<file path="src/rtl/npu_pkg.sv">
// Shared NPU definitions: scratchpad geometry and the read-streamer FSM states.
package npu_pkg;

  localparam int unsigned SCRATCH_DATA_WIDTH = 32;
  localparam int unsigned SCRATCH_ENTRIES    = 1024;

  typedef enum logic [1:0] {
    StIdle,
    StRun,
    StDrain,
    StDone
  } rd_state_e;

endpackage

</file>
<file path="src/rtl/sync_fifo.sv">
// Synchronous fall-through FIFO on registered storage, with an occupancy count.
module sync_fifo #(
  parameter int unsigned WIDTH = 33,
  parameter int unsigned DEPTH = 4,
  localparam int unsigned PtrW = (DEPTH > 1) ? $clog2(DEPTH) : 1,
  localparam int unsigned CntW = $clog2(DEPTH + 1)
) (
  input  logic             clk_i,
  input  logic             rst_ni,
  input  logic             push_i,
  input  logic [WIDTH-1:0] wdata_i,
  input  logic             pop_i,
  output logic [WIDTH-1:0] rdata_o,
  output logic             empty_o,
  output logic [CntW-1:0]  count_o
);

  logic [WIDTH-1:0] mem_q [DEPTH];
  logic [PtrW-1:0]  wptr_q, wptr_d, rptr_q, rptr_d;
  logic [CntW-1:0]  count_q, count_d;
  logic             full, do_push, do_pop;

  always_comb begin
    full    = (count_q == CntW'(DEPTH));
    do_pop  = pop_i && (count_q != '0);
    // A push into a full FIFO is fine when a pop frees the slot in the same cycle.
    do_push = push_i && (!full || do_pop);
    wptr_d  = wptr_q;
    rptr_d  = rptr_q;
    count_d = count_q;
    if (do_push) begin
      wptr_d = (wptr_q == PtrW'(DEPTH - 1)) ? '0 : wptr_q + 1'b1;
    end
    if (do_pop) begin
      rptr_d = (rptr_q == PtrW'(DEPTH - 1)) ? '0 : rptr_q + 1'b1;
    end
    if (do_push && !do_pop) begin
      count_d = count_q + 1'b1;
    end else if (do_pop && !do_push) begin
      count_d = count_q - 1'b1;
    end
  end

  always_ff @(posedge clk_i or negedge rst_ni) begin
    if (!rst_ni) begin
      wptr_q  <= '0;
      rptr_q  <= '0;
      count_q <= '0;
      for (int i = 0; i < int'(DEPTH); i++) begin
        mem_q[i] <= '0;
      end
    end else begin
      wptr_q  <= wptr_d;
      rptr_q  <= rptr_d;
      count_q <= count_d;
      if (do_push) begin
        mem_q[wptr_q] <= wdata_i;
      end
    end
  end

  assign rdata_o = mem_q[rptr_q];
  assign empty_o = (count_q == '0);
  assign count_o = count_q;

  push_when_full_a: assert property (@(posedge clk_i) disable iff (!rst_ni)
    !(push_i && full && !pop_i))
    else $error("sync_fifo: push into full FIFO");

endmodule

</file>
<file path="src/rtl/sram_rd_streamer.sv">
// Streams len sequential SRAM words from base as a valid/ready stream with full backpressure.
module sram_rd_streamer
  import npu_pkg::*;
#(
  parameter int unsigned DATA_WIDTH = SCRATCH_DATA_WIDTH,
  parameter int unsigned N_ENTRIES  = SCRATCH_ENTRIES,
  parameter int unsigned ADDRW      = $clog2(N_ENTRIES),
  parameter int unsigned LENW       = ADDRW + 1,
  parameter int unsigned FIFO_DEPTH = 4
) (
  input  logic                  clk_i,
  input  logic                  rst_ni,
  input  logic                  start_i,
  input  logic [ADDRW-1:0]      base_addr_i,
  input  logic [LENW-1:0]       len_i,
  output logic                  busy_o,
  output logic                  done_o,
  output logic                  sram_en_o,
  output logic                  sram_we_o,
  output logic [ADDRW-1:0]      sram_addr_o,
  input  logic [DATA_WIDTH-1:0] sram_data_i,
  input  logic                  sram_ready_i,
  output logic                  m_valid_o,
  input  logic                  m_ready_i,
  output logic [DATA_WIDTH-1:0] m_data_o,
  output logic                  m_last_o
);

  localparam int unsigned CntW = $clog2(FIFO_DEPTH + 1);

  rd_state_e           state_q, state_d;
  logic [ADDRW-1:0]    addr_q, addr_d;
  logic [LENW-1:0]     len_q, len_d;
  logic [LENW-1:0]     issued_q, issued_d;
  logic [LENW-1:0]     push_idx_q, push_idx_d;
  logic                inflight_q, inflight_d;
  logic                rd_en, credit_ok, push, pop, push_last, fifo_empty;
  logic [CntW-1:0]     fifo_count;
  logic [CntW:0]       occupancy;
  logic [DATA_WIDTH:0] fifo_rdata;

  always_comb begin
    occupancy = {1'b0, fifo_count} + {{CntW{1'b0}}, inflight_q};
    credit_ok = occupancy < (CntW + 1)'(FIFO_DEPTH);
    // Only accept SRAM data for reads this engine issued; drops anything left over from reset.
    push      = sram_ready_i && inflight_q;
    push_last = (push_idx_q == len_q - 1'b1);
    pop       = m_valid_o && m_ready_i;
  end

  always_comb begin
    state_d    = state_q;
    addr_d     = addr_q;
    len_d      = len_q;
    issued_d   = issued_q;
    push_idx_d = push_idx_q;
    rd_en      = 1'b0;
    unique case (state_q)
      StIdle: begin
        if (start_i) begin
          if (len_i == '0) begin
            state_d = StDone;
          end else begin
            addr_d     = base_addr_i;
            len_d      = len_i;
            issued_d   = '0;
            push_idx_d = '0;
            state_d    = StRun;
          end
        end
      end
      StRun: begin
        if ((issued_q < len_q) && credit_ok) begin
          rd_en    = 1'b1;
          issued_d = issued_q + 1'b1;
          addr_d   = (addr_q == ADDRW'(N_ENTRIES - 1)) ? '0 : addr_q + 1'b1;
          if (issued_d == len_q) begin
            state_d = StDrain;
          end
        end
      end
      StDrain: begin
        if (pop && m_last_o) begin
          state_d = StDone;
        end
      end
      StDone: begin
        state_d = StIdle;
      end
      default: state_d = StIdle;
    endcase
    if (push) begin
      push_idx_d = push_idx_q + 1'b1;
    end
    inflight_d = rd_en;
  end

  always_ff @(posedge clk_i or negedge rst_ni) begin
    if (!rst_ni) begin
      state_q    <= StIdle;
      addr_q     <= '0;
      len_q      <= '0;
      issued_q   <= '0;
      push_idx_q <= '0;
      inflight_q <= 1'b0;
    end else begin
      state_q    <= state_d;
      addr_q     <= addr_d;
      len_q      <= len_d;
      issued_q   <= issued_d;
      push_idx_q <= push_idx_d;
      inflight_q <= inflight_d;
    end
  end

  sync_fifo #(
    .WIDTH (DATA_WIDTH + 1),
    .DEPTH (FIFO_DEPTH)
  ) u_fifo (
    .clk_i   (clk_i),
    .rst_ni  (rst_ni),
    .push_i  (push),
    .wdata_i ({push_last, sram_data_i}),
    .pop_i   (pop),
    .rdata_o (fifo_rdata),
    .empty_o (fifo_empty),
    .count_o (fifo_count)
  );

  assign busy_o      = (state_q == StRun) || (state_q == StDrain);
  assign done_o      = (state_q == StDone);
  assign sram_en_o   = rd_en;
  assign sram_we_o   = 1'b0;
  assign sram_addr_o = addr_q;
  assign m_valid_o   = !fifo_empty;
  assign m_last_o    = fifo_rdata[DATA_WIDTH];
  assign m_data_o    = fifo_rdata[DATA_WIDTH-1:0];

endmodule
</file>
<file path="config.mk">
export PLATFORM = sky130hd
export DESIGN_NAME = sram_rd_streamer
export DESIGN_NICKNAME = d
export VERILOG_FILES = /design/src/rtl/npu_pkg.sv /design/src/rtl/sync_fifo.sv /design/src/rtl/sram_rd_streamer.sv
export SDC_FILE = /design/constraint.sdc
export NUM_CORES = 1
export LEC_CHECK = 0
export ABC_AREA = 1
export CAP_MARGIN = 0
export CORE_UTILIZATION = 35
export DETAILED_ROUTE_END_ITERATION = 10
export PLACE_DENSITY = 0.61
export SLEW_MARGIN = 20
export SYNTH_ARGS = -nofsm -noshare
export SYNTH_HDL_FRONTEND = slang
export SYNTH_SLANG_ARGS = --single-unit
export TNS_END_PERCENT = 20
</file>
<file path="constraint.sdc">
create_clock -name clk_i -period 4.32 [get_ports clk_i]
set_input_delay 1.08 -clock clk_i [delete_from_list [all_inputs] [get_ports clk_i]]
set_output_delay 1.08 -clock clk_i [all_outputs]
set_load 0.01 [all_outputs]
</file>
# ---- Yosys cells after proc, flatten, opt, wreduce, memory -nomap -nowiden
# Index checks and enable logic that the tools add are counted.
dict set report word_totals {
  ff_bits 185
  inputBits 58
}
dict set report classes {
  n_addsub 9
  order_cmp 5
  n_eq_ne 15
  n_mux 29
  bitwise_logic 3
  n_reduce_logical 27
}
# op count
set ops {}
lappend ops {{$bwmux W132} 1}
lappend ops {{$mux W33} 3}
lappend ops {{$bmux W33 S2} 1}
lappend ops {{$demux W33 S2} 1}
lappend ops {{$mux W11} 5}
lappend ops {{$mux W10} 4}
lappend ops {{$add A11 B1 Y11 const B} 2}
lappend ops {{$eq A11 B11 Y1} 2}
lappend ops {{$pmux W11 S2} 1}
lappend ops {{$pmux W10 S2} 1}
lappend ops {{$mux W2} 7}
lappend ops {{$logic_not A11 Y1} 1}
lappend ops {{$lt A11 B11 Y1} 1}
lappend ops {{$sub A11 B1 Y11 const B} 1}
lappend ops {{$add A10 B1 Y10 const B} 1}
lappend ops {{$eq A10 B10 Y1 const B} 1}
lappend ops {{$ne A2 B2 Y1 const B} 5}
lappend ops {{$logic_and A1 B1 Y1} 9}
lappend ops {{$eq A2 B2 Y1 const B} 4}
lappend ops {{$pmux W2 S4} 1}
lappend ops {{$reduce_and A4 Y1} 2}
lappend ops {{$reduce_bool A2 Y1} 4}
lappend ops {{$ge A3 B3 Y1 const B} 2}
lappend ops {{$mux W3} 2}
lappend ops {{18 further kinds} 26}

# ---- Longest topological paths before layout
dict set report logic_depth {
  depth_word 10
  mapped_depth 14
  depth_no_buf 14
}

# ---- By module
# A second synthesis with hierarchy kept.
dict set report unflattened {
  cells_unflattened 1291
  hier_area_um2 10169.8
}
# module n_inst cells_per_inst area_per_inst_um2 seq_area_each_um2
set modules_own_cells {}
lappend modules_own_cells {sync_fifo 1 825 6812.8 3478.3}
lappend modules_own_cells {sram_rd_streamer 1 466 3357.0 1151.1}

# ---- Least setup slack after synthesis
# Ideal clock, no wire load.
dict set report synth_path {
  path_type {input -> register}
  start {in sram_ready_i}
  end {reg u_fifo.count_q[2] (netlist: u_fifo.count_o[2])}
  t_arrival_ns 2.369
  path_slack_ns 1.820
  path_stages 8
  path_buffers 0
  path_cell_list {nand2_2 a31oi_4 ha_1 inv_1 fa_1 a21oi_1 o21ai_0 xor2_1}
}
dict set report synth_via {
  elab_chain_len 5
}
# item line
set synth_rtl {}
lappend synth_rtl {{from (decl)} sram_rd_streamer.sv:22} ;# input logic sram_ready_i,
lappend synth_rtl {{$logic_and A1 B1 Y1 (*)} sram_rd_streamer.sv:46} ;# push = sram_ready_i && inflight_q;
lappend synth_rtl {{$logic_and A1 B1 Y1 (*)} sync_fifo.sv:27} ;# do_push = push_i && (!full || do_pop);
lappend synth_rtl {{net u_fifo.do_push} sync_fifo.sv:21} ;# logic full, do_push, do_pop;
lappend synth_rtl {{$logic_not A1 Y1} sync_fifo.sv:39} ;# end else if (do_pop && !do_push) begin
lappend synth_rtl {{$logic_and A1 B1 Y1} sync_fifo.sv:39}
lappend synth_rtl {{$reduce_bool A2 Y1 (no source line)} -}
lappend synth_rtl {{to (signal assigned)} sync_fifo.sv:55} ;# count_q <= count_d;
lappend synth_rtl {{to (decl)} sync_fifo.sv:20} ;# logic [CntW-1:0] count_q, count_d;
# The timed path passes the listed nets; every way through them passes the cells marked *.
# A chain may end at the register's enable or synchronous reset.

# ---- Final worst setup path
dict set report layout_path {
  start {reg len_q[2]}
  end {out sram_en_o}
}
dict set report layout_via {
  elab_chain_len 4
}
# item line
set layout_rtl {}
lappend layout_rtl {{from (decl)} sram_rd_streamer.sv:33} ;# logic [LENW-1:0] len_q, len_d;
lappend layout_rtl {{from (signal assigned)} sram_rd_streamer.sv:109} ;# len_q <= len_d;
lappend layout_rtl {{$lt A11 B11 Y1} sram_rd_streamer.sv:73} ;# if ((issued_q < len_q) && credit_ok) begin
lappend layout_rtl {{$logic_and A1 B1 Y1} sram_rd_streamer.sv:73}
lappend layout_rtl {{$mux W1} sram_rd_streamer.sv:73}
lappend layout_rtl {{$mux W1} sram_rd_streamer.sv:58} ;# unique case (state_q)
lappend layout_rtl {{to (decl)} sram_rd_streamer.sv:18} ;# output logic sram_en_o,
# No other way between the ends.

==> impl_metrics.ini <==
[synth]
synthMuxAreaShare = 0.00329
synth_area_per_cell_um2 = 7.58
ys_warn_count = 0
synth-xor-area-share = 0.0217
synth-edff-count = 0
async_flop_share = 1.00
synthesis.area_um2 = 9500
synthCells = 1253
yosys_register_bits = 185
synth.distinct_cells = 36
synth_fa_ha_area_frac = 0.0350
synth_simple_gate_area_frac = 0.299
seq_area_frac_synth = 0.487
synth_nets = 1337
synth-main-ff-cell = dfrtp_1
synth_top_family_by_area = simple AND/OR/NAND/NOR gates
synth-compound-area-share = 0.102

[timing]
worst_pin_slew_ps = 759
setup_tns_ps = 0
skew_ps = 19.5
min_period_over_period = 0.852
setup_ws_ps = 639
fmax_mhz = 272
finalMaxSlewViolations = 0
hold_viol = 0
period_minus_slack_ps = 3680
hold_ws_ps = 474
setup_viol = 0
relSlewSlack = 0.494
rsz0062_at_grt = false

[worst_setup_path]
r2r-start = len_q[2]$_DFFE_PN0P_
crit_type = reg -> out
cp_max_fo = 5
r2r_cells = 12
crit_end = sram_en_o
critPathBufInv = 2
arrival_ps = 2600
r2r_end = issued_q[8]$_DFFE_PN0P_
required_ps = 3240
end_kind = primary output
worst_setup_path_start_kind = flip-flop
critical_path.startpoint = len_q[2]$_DFFE_PN0P_
cp_slowest_cell = clkdlybuf4s50_1
regToRegSetupSlack_ps = 1570
crit_cells = 8
crit_chain = inv_1 > ha_1 > a21oi_1 > o21ai_0 > nand3_1 > nand4_1 > nor2_1 > clkdlybuf4s50_1
cpPeakStageDelay_ps = 570
cp_top_family = buffers and inverters

[cts]
holdBufCountCts = 0
cts_root_buf = clkbuf_16
clk_latency_ps = 450
clkTransAtPathRegs_ps = 80
cts_buffers = 17
clk_path_buf_depth = 2
cts_resized = 0
htree_levels = 4
cts_num_sinks = 185
cts_tree = done
cts_setup_buffers = 0

[final_layout]
drive_gt1_frac = 0.0538
syn_to_final_growth_pct = 21.0
final_util = 0.436
fin_nets = 1427
final_common_cell = nand2_1
diodes = 0
final_cell_mix = nand2_1, dfrtp_1, o21ai_0, nor2_1, clkdlybuf4s50_1
fillers = 2618

[detailed_routing]
detail-route-antenna-nets = 0
vias = 8406
via_per_inst = 4.97
dr.pass1.iters = 5
wire_per_inst_um = 15.3
first_iter_violations = 689
drcViolationCount = 0
drt_wl_total_um = 25800

[place]
dp.final_hpwl_um = 16600
place_ws_ps = 1050
io_buffer_count = 104
place_congestion = 0.860

[power]
power_switching_mw = 3.32
power.share.sequential = 0.355
ir_drop_uv = 353
power.internal_mw = 4.87
p_sw_frac = 0.406
leakage_nw = 5.66
p_comb_frac = 0.446
power_mw = 8.20
power_density_nw_per_um2 = 713
clkPwrFrac = 0.199

[floorplanning]
die-height_um = 167
dieWidth_um = 167
pin_count = 106
die_area_um2 = 27800
core_um2 = 26400
start_util = 0.360
row_count = 59

[grt]
grt_max_degree = 84
grt_pass1_wl_um = 42500
gr-total-overflow = 0
gr-usage-all-layers = 0.193
grt_pass1_vias = 8345
grt_antenna_before_repair = 0

[job]
drv_cap = 0

[worst_hold_path]
hold_class = reg -> reg

[run_status]
status = finished, final reports clean
==> sequential cells by signal (all words and copies together), names as in the netlist <==
| register | cells |
|---|---|
| issued_q | 11 |
| len_q | 11 |
| u_fifo.rptr_q | 2 |
| state_q | 2 |
| u_fifo.count_o | 3 |
| sram_addr_o | 10 |
| push_idx_q | 11 |
| u_fifo.mem_q | 132 |
| inflight_q | 1 |
| u_fifo.wptr_q | 2 |
==> cell usage after synthesis (7+ instances only) <==
master | count | area (um^2)
nand2_1 | 535 | 2010
dfrtp_1 | 185 | 4630
o21ai_0 | 117 | 586
nor2_1 | 112 | 420
inv_1 | 60 | 225
nand3_1 | 39 | 195
o22ai_1 | 34 | 213
clkbuf_1 | 32 | 120
ha_1 | 25 | 313
buf_2 | 16 | 80.1
xor2_1 | 15 | 131
a21oi_1 | 13 | 65.1
nand4_1 | 13 | 81.3
o21ai_1 | 7 | 35.0
==> layer usage <==
layer	share of wire	GRT usage	routed length, um	vias up
met3	0.059	0.0459	1510	22
met1	0.48	0.260	12400	3952
met5	0	0	0	-
met4	0.011	0.0527	296	0
li1	-	-	-	4176
met2	0.45	0.310	11700	256
==> power by group through the flow <==
stage	Sequential [mW]	Clock, mW	Combinational [mW]
global route	3.00	1.74	4.12
floorplan	2.81	0	2.29
finish	2.91	1.63	3.66
CTS	2.90	1.66	3.69
detailed placement	2.92	0	3.68
global placement	2.92	0	3.60
==> worst min-delay path by stage <==
stage | slack [ps] | startpoint | endpoint | depth (start not counted)
2_1_floorplan | 440 | u_fifo.mem_q[0]$_DFFE_PN0P_ | u_fifo.mem_q[0]$_DFFE_PN0P_ | 2
3_3_place_gp | 450 | u_fifo.mem_q[15]$_DFFE_PN0P_ | u_fifo.mem_q[15]$_DFFE_PN0P_ | 2
3_5_place_dp | 460 | u_fifo.mem_q[3]$_DFFE_PN0P_ | u_fifo.mem_q[3]$_DFFE_PN0P_ | 2
4_1_cts | 480 | u_fifo.mem_q[96]$_DFFE_PN0P_ | u_fifo.mem_q[96]$_DFFE_PN0P_ | 2
5_1_grt | 490 | u_fifo.mem_q[61]$_DFFE_PN0P_ | u_fifo.mem_q[61]$_DFFE_PN0P_ | 2
6_report | 470 | u_fifo.mem_q[30]$_DFFE_PN0P_ | u_fifo.mem_q[30]$_DFFE_PN0P_ | 2
==> cells by family after synthesis <==
group | count (synthesis)
compound gates | 179
xor+xnor | 22
fa+ha+maj | 26
buf+inv | 117
flops | 185
mux | 3
other cells | 1
simple gates | 720
==> layout make-up <==
cell class | instances | area (um^2) | share of cell area
inverter | 64 | 240 | 0.0209
clock inverter | 15 | 179 | 0.0156
tap | 335 | 419 | 0.0365
clock buffer | 17 | 425 | 0.0370
timing repair buffer | 124 | 1220 | 0.106
sequential | 185 | 4630 | 0.403
multi-input combinational | 951 | 4380 | 0.381
==> metrics by stage <==
stage | instance area, um^2 | instances
6_report | 11500 | 1691
5_1_grt | 11500 | 1691
4_1_cts | 11500 | 1691
3_5_place_dp | 10900 | 1659
3_3_place_gp | 10900 | 1659
2_1_floorplan | 9500 | 1253
==> worst register-to-register path, cell delays in order (launching register included) <==
cell	delay, ps
dfrtp_1	460
inv_1	120
ha_1	320
a21oi_1	130
o21ai_0	130
nand3_1	110
nand4_1	160
nand2_1	110
nand2_1	140
nor2_2	470
buf_4	330
nand3_1	100
o21ai_1	90
Power figures use the tool's default switching activity.
